## src/rtl/bfm_adder.sv

```systemverilog
// Registered, pipelined unsigned adder with an optional saturating clamp.
// One operand pair accepted and one result retired every clock, with no handshake.
module bfm_adder #(
   parameter int unsigned WIDTH       = 8,
   parameter int unsigned PIPE_STAGES = 1,
   parameter int unsigned SATURATE    = 0
) (
   input  logic             clk_i,
   input  logic             reset_i,
   input  logic [WIDTH-1:0] A_s,
   input  logic [WIDTH-1:0] B_s,
   output logic [WIDTH-1:0] res_o
);

   if ((PIPE_STAGES < 1) || (PIPE_STAGES > 4)) begin : g_bad_stages
      $error("bfm_adder: PIPE_STAGES must be in 1..4");
   end

   logic [WIDTH:0]   sum;
   logic [WIDTH-1:0] result;
   logic [WIDTH-1:0] stage_q [PIPE_STAGES];

   // Add and wrap/clamp both sit in front of stage 1; later stages only delay.
   always_comb begin
      sum = {1'b0, A_s} + {1'b0, B_s};
      if ((SATURATE != 0) && sum[WIDTH]) begin
         result = '1;
      end else begin
         result = sum[WIDTH-1:0];
      end
   end

   always_ff @(posedge clk_i or negedge reset_i) begin
      if (!reset_i) begin
         for (int i = 0; i < PIPE_STAGES; i++) begin
            stage_q[i] <= '0;
         end
      end else begin
         stage_q[0] <= result;
         for (int i = 1; i < PIPE_STAGES; i++) begin
            stage_q[i] <= stage_q[i-1];
         end
      end
   end

   assign res_o = stage_q[PIPE_STAGES-1];

endmodule

```

## config.mk

```make
export PLATFORM = sky130hd
export DESIGN_NAME = bfm_adder
export DESIGN_NICKNAME = d
export VERILOG_FILES = /design/src/rtl/bfm_adder.sv
export SDC_FILE = /design/constraint.sdc
export NUM_CORES = 1
export LEC_CHECK = 0
export ABC_AREA = 1
export BUFFER_PORTS_ARGS = -buffer_cell sky130_fd_sc_hd__buf_2
export CORE_UTILIZATION = 40
export DETAILED_ROUTE_END_ITERATION = 10
export GPL_TIMING_DRIVEN = 1
export PLACE_DENSITY = 0.74
export SYNTH_ARGS = -nofsm -noshare
export SYNTH_HDL_FRONTEND = slang
export SYNTH_SLANG_ARGS = --single-unit
```

## constraint.sdc

```tcl
create_clock -name clk_i -period 0.8 [get_ports clk_i]
set_input_delay 0.16 -clock clk_i [delete_from_list [all_inputs] [get_ports clk_i]]
set_output_delay 0.16 -clock clk_i [all_outputs]
set_load 0.01 [all_outputs]
```

# == Word-level counts from Yosys, hierarchy flattened ==
# Cells that the tools add are included.
# totals
register_bits,8
word_cells,2
# classes
addsub,1
# op_table
operator,n
adder 8 bit,1

# == Logic depth before layout (Yosys ltp) ==
# Gate-level depths: netlist of run 1.
# depth
word_depth,1
depth_mapped,10
ltp_nobuf,10

# == Least setup slack after synthesis of run 1 ==
# No wires, ideal clock.
# synth_path
path_type,input -> register
startpoint,input A_s[0]
endpoint,"register stage_q, in the netlist res_o[6]"
t_arrival_ns,1.080
required_ns,0.684
setup_slack_ns,-0.397
cell_stages,9
path_buffers,0
cell_sequence,ha_1 inv_1 fa_1 inv_1 nand2_1 nand2_1 nand3_1 nand3_1 nand2_1
# synth_via
elab_chain_cells,1
# synth_rtl
element,line,rtl
from (decl),10,"input logic [WIDTH-1:0] A_s,"
adder 8 bit,25,"sum = {1'b0, A_s} + {1'b0, B_s};"
named net sum[6],19,logic [WIDTH:0] sum;
"to (signal, indexed assignment)",41,stage_q[i] <= stage_q[i-1];
to (decl),21,logic [WIDTH-1:0] stage_q [PIPE_STAGES];
# The timed path passes the listed nets, and every way through them passes these cells.

# == Final worst setup path of run 1 ==
# layout_path
startpoint,input B_s[0]
endpoint,"register stage_q, in the netlist res_o[6]"
# layout_via
elab_chain_cells,1
# layout_rtl
element,line,rtl
from (decl),11,"input logic [WIDTH-1:0] B_s,"
adder 8 bit,25,
named net sum[6],19,
# The timed path passes the listed nets, and every way through them passes these cells.

==> impl_metrics.py, run 1 <==
metrics = {
    "floorplanning": {
        "start_util_pct": 43.2,
        "die_w_um": 39.5,
        "die_area_mm2": 0.00156,
        "pin_count": 26,
        "core_area_mm2": 0.00130,
        "std_cell_rows": 13,
        "die-height_um": 39.5,
    },
    "logic_synthesis": {
        "synth_area_um2": 562,
        "synthTopCellsByCount": "21 x nand2_1, 12 x inv_1, 8 x dfrtp_1, 7 x ha_1, 5 x nand3_1",
        "ys.flop_type": "dfrtp_1",
        "yosysSeqAreaShare_pct": 35.6,
        "synthAdderAreaFrac_pct": 19.2,
        "yosys-top-cells-area": "dfrtp_1 36%, ha_1 16%, nand2_1 14%",
        "syn_inst": 68,
        "yosysMostFrequentCell": "nand2_1",
        "synth_compound_area_share_pct": 1.78,
        "synthXorXnorAreaFrac_pct": 9.58,
        "yosys.area.top_type": "dfrtp_1",
        "synthSimpleGateAreaFrac_pct": 25.2,
        "syn-num-nets": 94,
        "netlist-cell-type-count": 14,
        "synth_edf_count": 0,
        "synth.mux.area_fraction_pct": 0,
        "syn_area_per_cell_um2": 8.26,
        "yosys_warnings": 0,
        "async_reset_ff_share_pct": 100,
        "ys_seq_elements": 8,
        "synth_top_area_share_pct": 35.6,
        "synth_top_family_by_area": "simple AND/OR/NAND/NOR gates",
    },
    "cts": {
        "clock_path_buffers": 2,
        "path_clk_slew_ps": 50,
        "ctsRootBufferMaster": "clkbuf_4",
        "cts_made_buffers": 3,
        "cts.htree.levels": 1,
        "cts_tree": "done",
        "cts_sinks": 8,
    },
    "place": {
        "gp_congestion": 0.810,
        "place_area_um2": 820,
        "dpl.cell_count": 114,
        "port_buffers": 25,
        "place_hpwl_mm": 1.04,
    },
    "timing": {
        "hold_viol": 0,
        "maxSlewHeadroom_pct": 83.5,
        "rsz0062_at_grt": "true",
        "fin_crit_sh_pct": 126,
        "period_needed_ps": 1010,
        "timing.final.ws_setup_ps": -208,
        "max_freq_mhz": 992,
        "hold_slack_ps": 123,
        "final_max_slew_viol_count": 0,
        "setup_viol": 14,
        "worstMarginPinSlew_ps": 247,
    },
    "power": {
        "clkPwrFrac_pct": 22.0,
        "power_frac_comb_pct": 43.1,
        "cellPowerDensity_mw_per_mm2": 1440,
        "pwr-share-seq_pct": 34.9,
        "power_mw": 1.41,
        "p_leak_nw": 0.502,
        "sw_frac_of_total_pct": 31.5,
        "p_int_mw": 0.963,
        "power_switching_mw": 0.444,
        "ir_drop_mv": 0.677,
    },
    "route": {
        "viasPerCell": 4.85,
        "drc_errors": 0,
        "firstDrtPassIters": 3,
        "drt_iter0_markers": 8,
        "wl_per_cell_um": 11.6,
        "num_vias": 582,
        "routed_wl_mm": 1.39,
        "drtAntennaViolNets": 0,
    },
    "hold_path": {
        "min-delay-start": "A_s[0]",
        "hold_class": "in2reg",
        "whs_path_depth": 2,
    },
    "final_layout": {
        "nets": 133,
        "layout-drive-gt1-share_pct": 57.1,
        "utilization_pct": 74.9,
        "largest_reg_flops": 8,
        "syn_to_final_growth_pct": 73.5,
        "fillers": 83,
        "finalNonFillerCells": 120,
        "antenna_cells": 0,
        "fin_area_um2": 975,
    },
    "global_routing": {
        "grt_max_degree": 9,
        "antenna_found_initial": 0,
        "overflow": 0,
        "first_global_vias": 554,
        "grt_pass1_wl_mm": 2.09,
        "grt_usage_pct": 21.2,
    },
    "outcome": {
        "violations": "negative setup slack",
        "status": "finished, violations left",
    },
    "setup_path": {
        "cp.arrival_ps": 1210,
        "start_kind": "input pin",
        "cp.required_ps": 1000,
        "cp-startpoint": "B_s[0]",
        "worstPathMaxFanout": 2,
        "path_class": "in2reg",
        "end_kind": "register",
    },
    "run": {
        "cap_violations": 0,
    },
}
-- power by group through the flow --
stage | logic (mW) | registers [mW] | clock network [mW]
after global routing | 0.669 | 0.498 | 0.339
final | 0.605 | 0.491 | 0.309
after detailed placement | 0.499 | 0.499 | 0
after global placement | 0.477 | 0.492 | 0
after CTS | 0.574 | 0.492 | 0.318
after floorplan | 0.234 | 0.537 | 0
-- path summary, 6_finish.rpt --
| kind | end | slack [ps] |
|---|---|---|
| max in group asynchronous | res_o[3] | 360 |
| setup / recovery | res_o[6] | -210 |
| hold / removal | res_o[0] | 120 |
| min in group asynchronous | res_o[6] | 270 |
-- stage by stage --
step | setup WS [ps] | setup TNS, ps
after global placement | -453 | -2460
after floorplan | -312 | -1280
after global routing | -250 | -1930
after CTS | -167 | -1430
after detailed placement | -523 | -2750
final | -208 | -1490
-- layout make-up --
class | instances | area (um^2) | share of cell area, %
clock buffer | 3 | 22.5 | 2.31
inverter | 13 | 48.8 | 5.01
multi-input combinational | 47 | 444 | 45.6
sequential | 8 | 200 | 20.5
tap | 15 | 18.8 | 1.93
timing repair buffer | 34 | 240 | 24.6
-- critical path, cell delays in order --
cell     delay, ps
buf_8           80
ha_4           130
inv_2           30
fa_2           340
inv_2           70
nand2_2         50
nand2_2         70
nand3_2         90
nand2_1         70
nand2_1         50
nand2_1         60
-- layer usage --
layer | wire (um) | part of all wire (%) | GRT usage [%] | vias to the layer above
met5 | 0 | 0 | 0 | -
met2 | 686 | 49 | 34.8 | 23
met3 | 60 | 4.3 | 3.98 | 6
met4 | 55 | 4.0 | 19.8 | 0
li1 | - | - | - | 283
met1 | 589 | 42 | 22.3 | 270
-- cells in the final DEF (no fill, tap or decap) --
cell type	count
xnor2_1	2
nand3_1	2
or2_4	1
buf_6	6
or2_1	1
clkinv_1	1
nand2_1	16
fa_2	1
dfrtp_1	8
clkbuf_4	3
buf_2	19
ha_4	7
buf_4	7
nand2_2	6
nand3_2	3
a21oi_2	1
inv_1	9
a21oi_1	1
inv_2	3
nand3b_1	1
xnor2_2	1
xnor2_4	1
nor2_1	3
buf_8	1
dlygate4sd3_1	1
-- logic make-up after synthesis --
group,count (synthesis)
xor gates and xnor gates,4
adders and majority gates,8
AOI/OAI and AO/OA,2
and+or+nand+nor,33
DFF,8
buffers and inverters,13
-- repair_timing --
action	4_1_cts	5_1_grt
hold buffers	1	0
pin swaps	16	5
resized for setup	17	6
setup endpoints to repair	15	15
endpoints found under the hold margin	8	0
setup buffers	2	0
(Power assumes the default switching activity.)
==> run 2, diff against run 1 <==
==> config.mk (replaced) <==
export PLATFORM = sky130hd
export DESIGN_NAME = bfm_adder
export DESIGN_NICKNAME = d
export VERILOG_FILES = /design/src/rtl/bfm_adder.sv
export SDC_FILE = /design/constraint.sdc
export NUM_CORES = 1
export LEC_CHECK = 0
export BUFFER_PORTS_ARGS = -buffer_cell sky130_fd_sc_hd__buf_2
export CORE_AREA = 2 2 39 41
export DETAILED_ROUTE_END_ITERATION = 10
export DIE_AREA = 0 0 41 43
export GPL_TIMING_DRIVEN = 1
export PLACE_DENSITY = 0.72
export SYNTH_ARGS = -nofsm -noshare
export SYNTH_HDL_FRONTEND = slang
export SYNTH_SLANG_ARGS = --single-unit
==> constraint.sdc (replaced) <==
create_clock -name clk_i -period 0.95 [get_ports clk_i]
set_input_delay 0.19 -clock clk_i [delete_from_list [all_inputs] [get_ports clk_i]]
set_output_delay 0.19 -clock clk_i [all_outputs]
set_load 0.01 [all_outputs]
==> impl_metrics.py, run 2 <==
metrics = {
    "outcome": {
        "status": "finished, violations left",
        "violations": "negative setup slack",
    },
    "timing": {
        "max_freq_mhz": 896,
        "final_max_slew_viol_count": 0,
        "worstMarginPinSlew_ps": 324,
        "setup_viol": 4,
        "tns_ps": -413,
        "fin_crit_sh_pct": 117,
        "hold_viol": 0,
        "maxSlewHeadroom_pct": 78.0,
        "period_needed_ps": 1120,
        "timing.final.ws_setup_ps": -165,
        "rsz0062_at_grt": "true",
    },
    "route": {
        "routed_wl_mm": 1.26,
        "drt_iter0_markers": 1,
        "drc_errors": 0,
        "viasPerCell": 4.92,
        "num_vias": 512,
        "firstDrtPassIters": 2,
        "wl_per_cell_um": 12.1,
        "drtAntennaViolNets": 0,
    },
    "run": {
        "cap_violations": 0,
    },
    "hold_path": {
        "whs_path_depth": 2,
        "whs_endpoint": "res_o[0]",
        "min-delay-start": "A_s[0]",
        "hold_class": "in2reg",
    },
    "logic_synthesis": {
        "ys.flop_type": "dfrtp_1",
        "netlist-cell-type-count": 24,
        "async_reset_ff_share_pct": 100,
        "yosys_warnings": 0,
        "synth_area_um2": 532,
        "synth_edf_count": 0,
        "yosysSeqAreaShare_pct": 37.6,
        "syn_inst": 50,
        "synthTopCellsByCount": "8 x dfrtp_1, 7 x ha_1, 5 x a21oi_1, 5 x inv_1, 3 x o211ai_1",
        "ys_seq_elements": 8,
        "syn_area_per_cell_um2": 10.6,
        "yosys-top-cells-area": "dfrtp_1 38%, ha_1 16%, a21oi_1 4.7%",
        "syn-num-nets": 76,
        "yosys.area.top_type": "dfrtp_1",
        "yosysMostFrequentCell": "dfrtp_1",
        "synth_top_area_share_pct": 37.6,
    },
    "cts": {
        "clock_path_buffers": 2,
        "path_clk_slew_ps": 50,
        "cts.htree.levels": 1,
        "cts_tree": "done",
        "ctsRootBufferMaster": "clkbuf_4",
        "cts_made_buffers": 3,
        "cts_sinks": 8,
    },
    "place": {
        "gp_congestion": 0.788,
        "post-place-ws_ps": -492,
        "port_buffers": 25,
        "place_area_um2": 737,
        "place_hpwl_um": 967,
    },
    "power": {
        "pwr-share-seq_pct": 36.1,
        "power_frac_comb_pct": 41.8,
        "p_leak_nw": 0.426,
        "ir_drop_mv": 0.529,
        "clkPwrFrac_pct": 22.0,
        "cellPowerDensity_mw_per_mm2": 1250,
        "p_int_mw": 0.809,
        "power_switching_mw": 0.338,
        "sw_frac_of_total_pct": 29.5,
    },
    "global_routing": {
        "grt_pass1_wl_mm": 2.03,
        "grt_max_degree": 9,
        "overflow": 0,
        "grt_usage_pct": 16.9,
        "antenna_found_initial": 0,
        "first_global_vias": 484,
    },
    "setup_path": {
        "cp.arrival_ps": 1240,
        "path_class": "in2reg",
        "worstPathMaxFanout": 3,
        "end_kind": "register",
        "slowest_stage": "fa_2",
        "cp.required_ps": 1070,
        "crit_chain": "buf_8 -> ha_4 -> inv_2 -> fa_2 -> nor2b_4 -> o31a_1 -> buf_4 -> a21oi_2",
        "max_stage_delay_ps": 360,
        "start_kind": "input pin",
    },
    "final_layout": {
        "fillers": 102,
        "utilization_pct": 66.3,
        "final_cell_mix": "17 x buf_2, 8 x buf_4, 8 x dfrtp_1",
        "largest_reg_flops": 8,
        "fin_area_um2": 917,
        "nets": 116,
        "syn_to_final_growth_pct": 72.5,
        "antenna_cells": 0,
        "layout-drive-gt1-share_pct": 56.8,
        "layout_commonest_cell": "buf_2",
    },
    "floorplanning": {
        "die-height_um": 43,
        "pin_count": 26,
        "start_util_pct": 38.4,
        "die_w_um": 41,
        "die_area_mm2": 0.00176,
        "core_area_mm2": 0.00138,
        "std_cell_rows": 14,
    },
}
run 2: cell count changes after synthesis, sizes merged, moves of 3 or more:
cell,previous run,this run
o211ai,0,3
inv,12,5
nand3,5,0
nand2,22,1
a21oi,2,5
run 2: cell families (layout without fill, tap and decap cells):
kind of cell	after synthesis	in the layout	share of synthesized area [%]
buf+inv	5	43	3.53
fa+ha+maj	8	8	20.2
flops	8	8	37.6
simple gates	7	7	8.71
xor+xnor	4	4	6.59
compound gates	18	18	23.3
run 2: metal layers:
metal  global-route usage (%)  vias up  share of wire, %
met2                     28.7       16                55
met3                     3.14        0               6.0
met1                     19.9      234                39
li1                         -      262                 -
met4                     6.00        0                 0
met5                        0        -                 0
run 2: power groups by stage:
| stage | registers, mW | logic [mW] | clock network [mW] |
|---|---|---|---|
| 4_1_cts | 0.413 | 0.447 | 0.261 |
| 3_3_place_gp | 0.416 | 0.364 | 0 |
| 5_1_grt | 0.422 | 0.534 | 0.286 |
| 6_report | 0.415 | 0.480 | 0.253 |
| 3_5_place_dp | 0.418 | 0.378 | 0 |
| 2_1_floorplan | 0.453 | 0.175 | 0 |
run 2: area by class of cell:
cell class                 count  area [um^2]  share of cell area (%)
tap                           16         20.0                    2.18
timing repair buffer          35          264                    28.8
multi-input combinational     37          392                    42.7
clock buffer                   3         22.5                    2.46
sequential                     8          200                    21.8
inverter                       5         18.8                    2.05
run 2: what timing repair did:
| action | 4_1_cts | 5_1_grt |
|---|---|---|
| setup buffers | 3 | 0 |
| hold endpoints to repair | 8 | 0 |
| hold buffers | 1 | 0 |
| endpoints found under the setup margin | 5 | 12 |
| gates resized for setup | 18 | 6 |
| pin swaps | 10 | 2 |
run 2: per-stage QoR:
| step | total power [mW] | hold slack, ps | std cells |
|---|---|---|---|
| detailed placement | 0.796 | 35.8 | 97 |
| global route | 1.24 | 145 | 104 |
| floorplan | 0.628 | -106 | 50 |
| global placement | 0.780 | 32.3 | 97 |
| finish | 1.15 | 156 | 104 |
| CTS | 1.12 | 151 | 104 |
run 2: how the worst max path moves through the flow:
stage	from	to	slack, ps
global route	B_s[0]	res_o[4]	-210
finish	B_s[0]	res_o[4]	-170
detailed placement	A_s[1]	res_o[5]	-490
CTS	B_s[0]	res_o[6]	-160
global placement	A_s[1]	res_o[5]	-440
floorplan	A_s[0]	res_o[6]	-290
run 2: critical path, delay by kind of cell:
| family | cells | cell delay [ps] |
|---|---|---|
| buf+inv | 3 | 230 |
| compound gates | 2 | 190 |
| fa+ha+maj | 2 | 490 |
| simple gates | 1 | 130 |
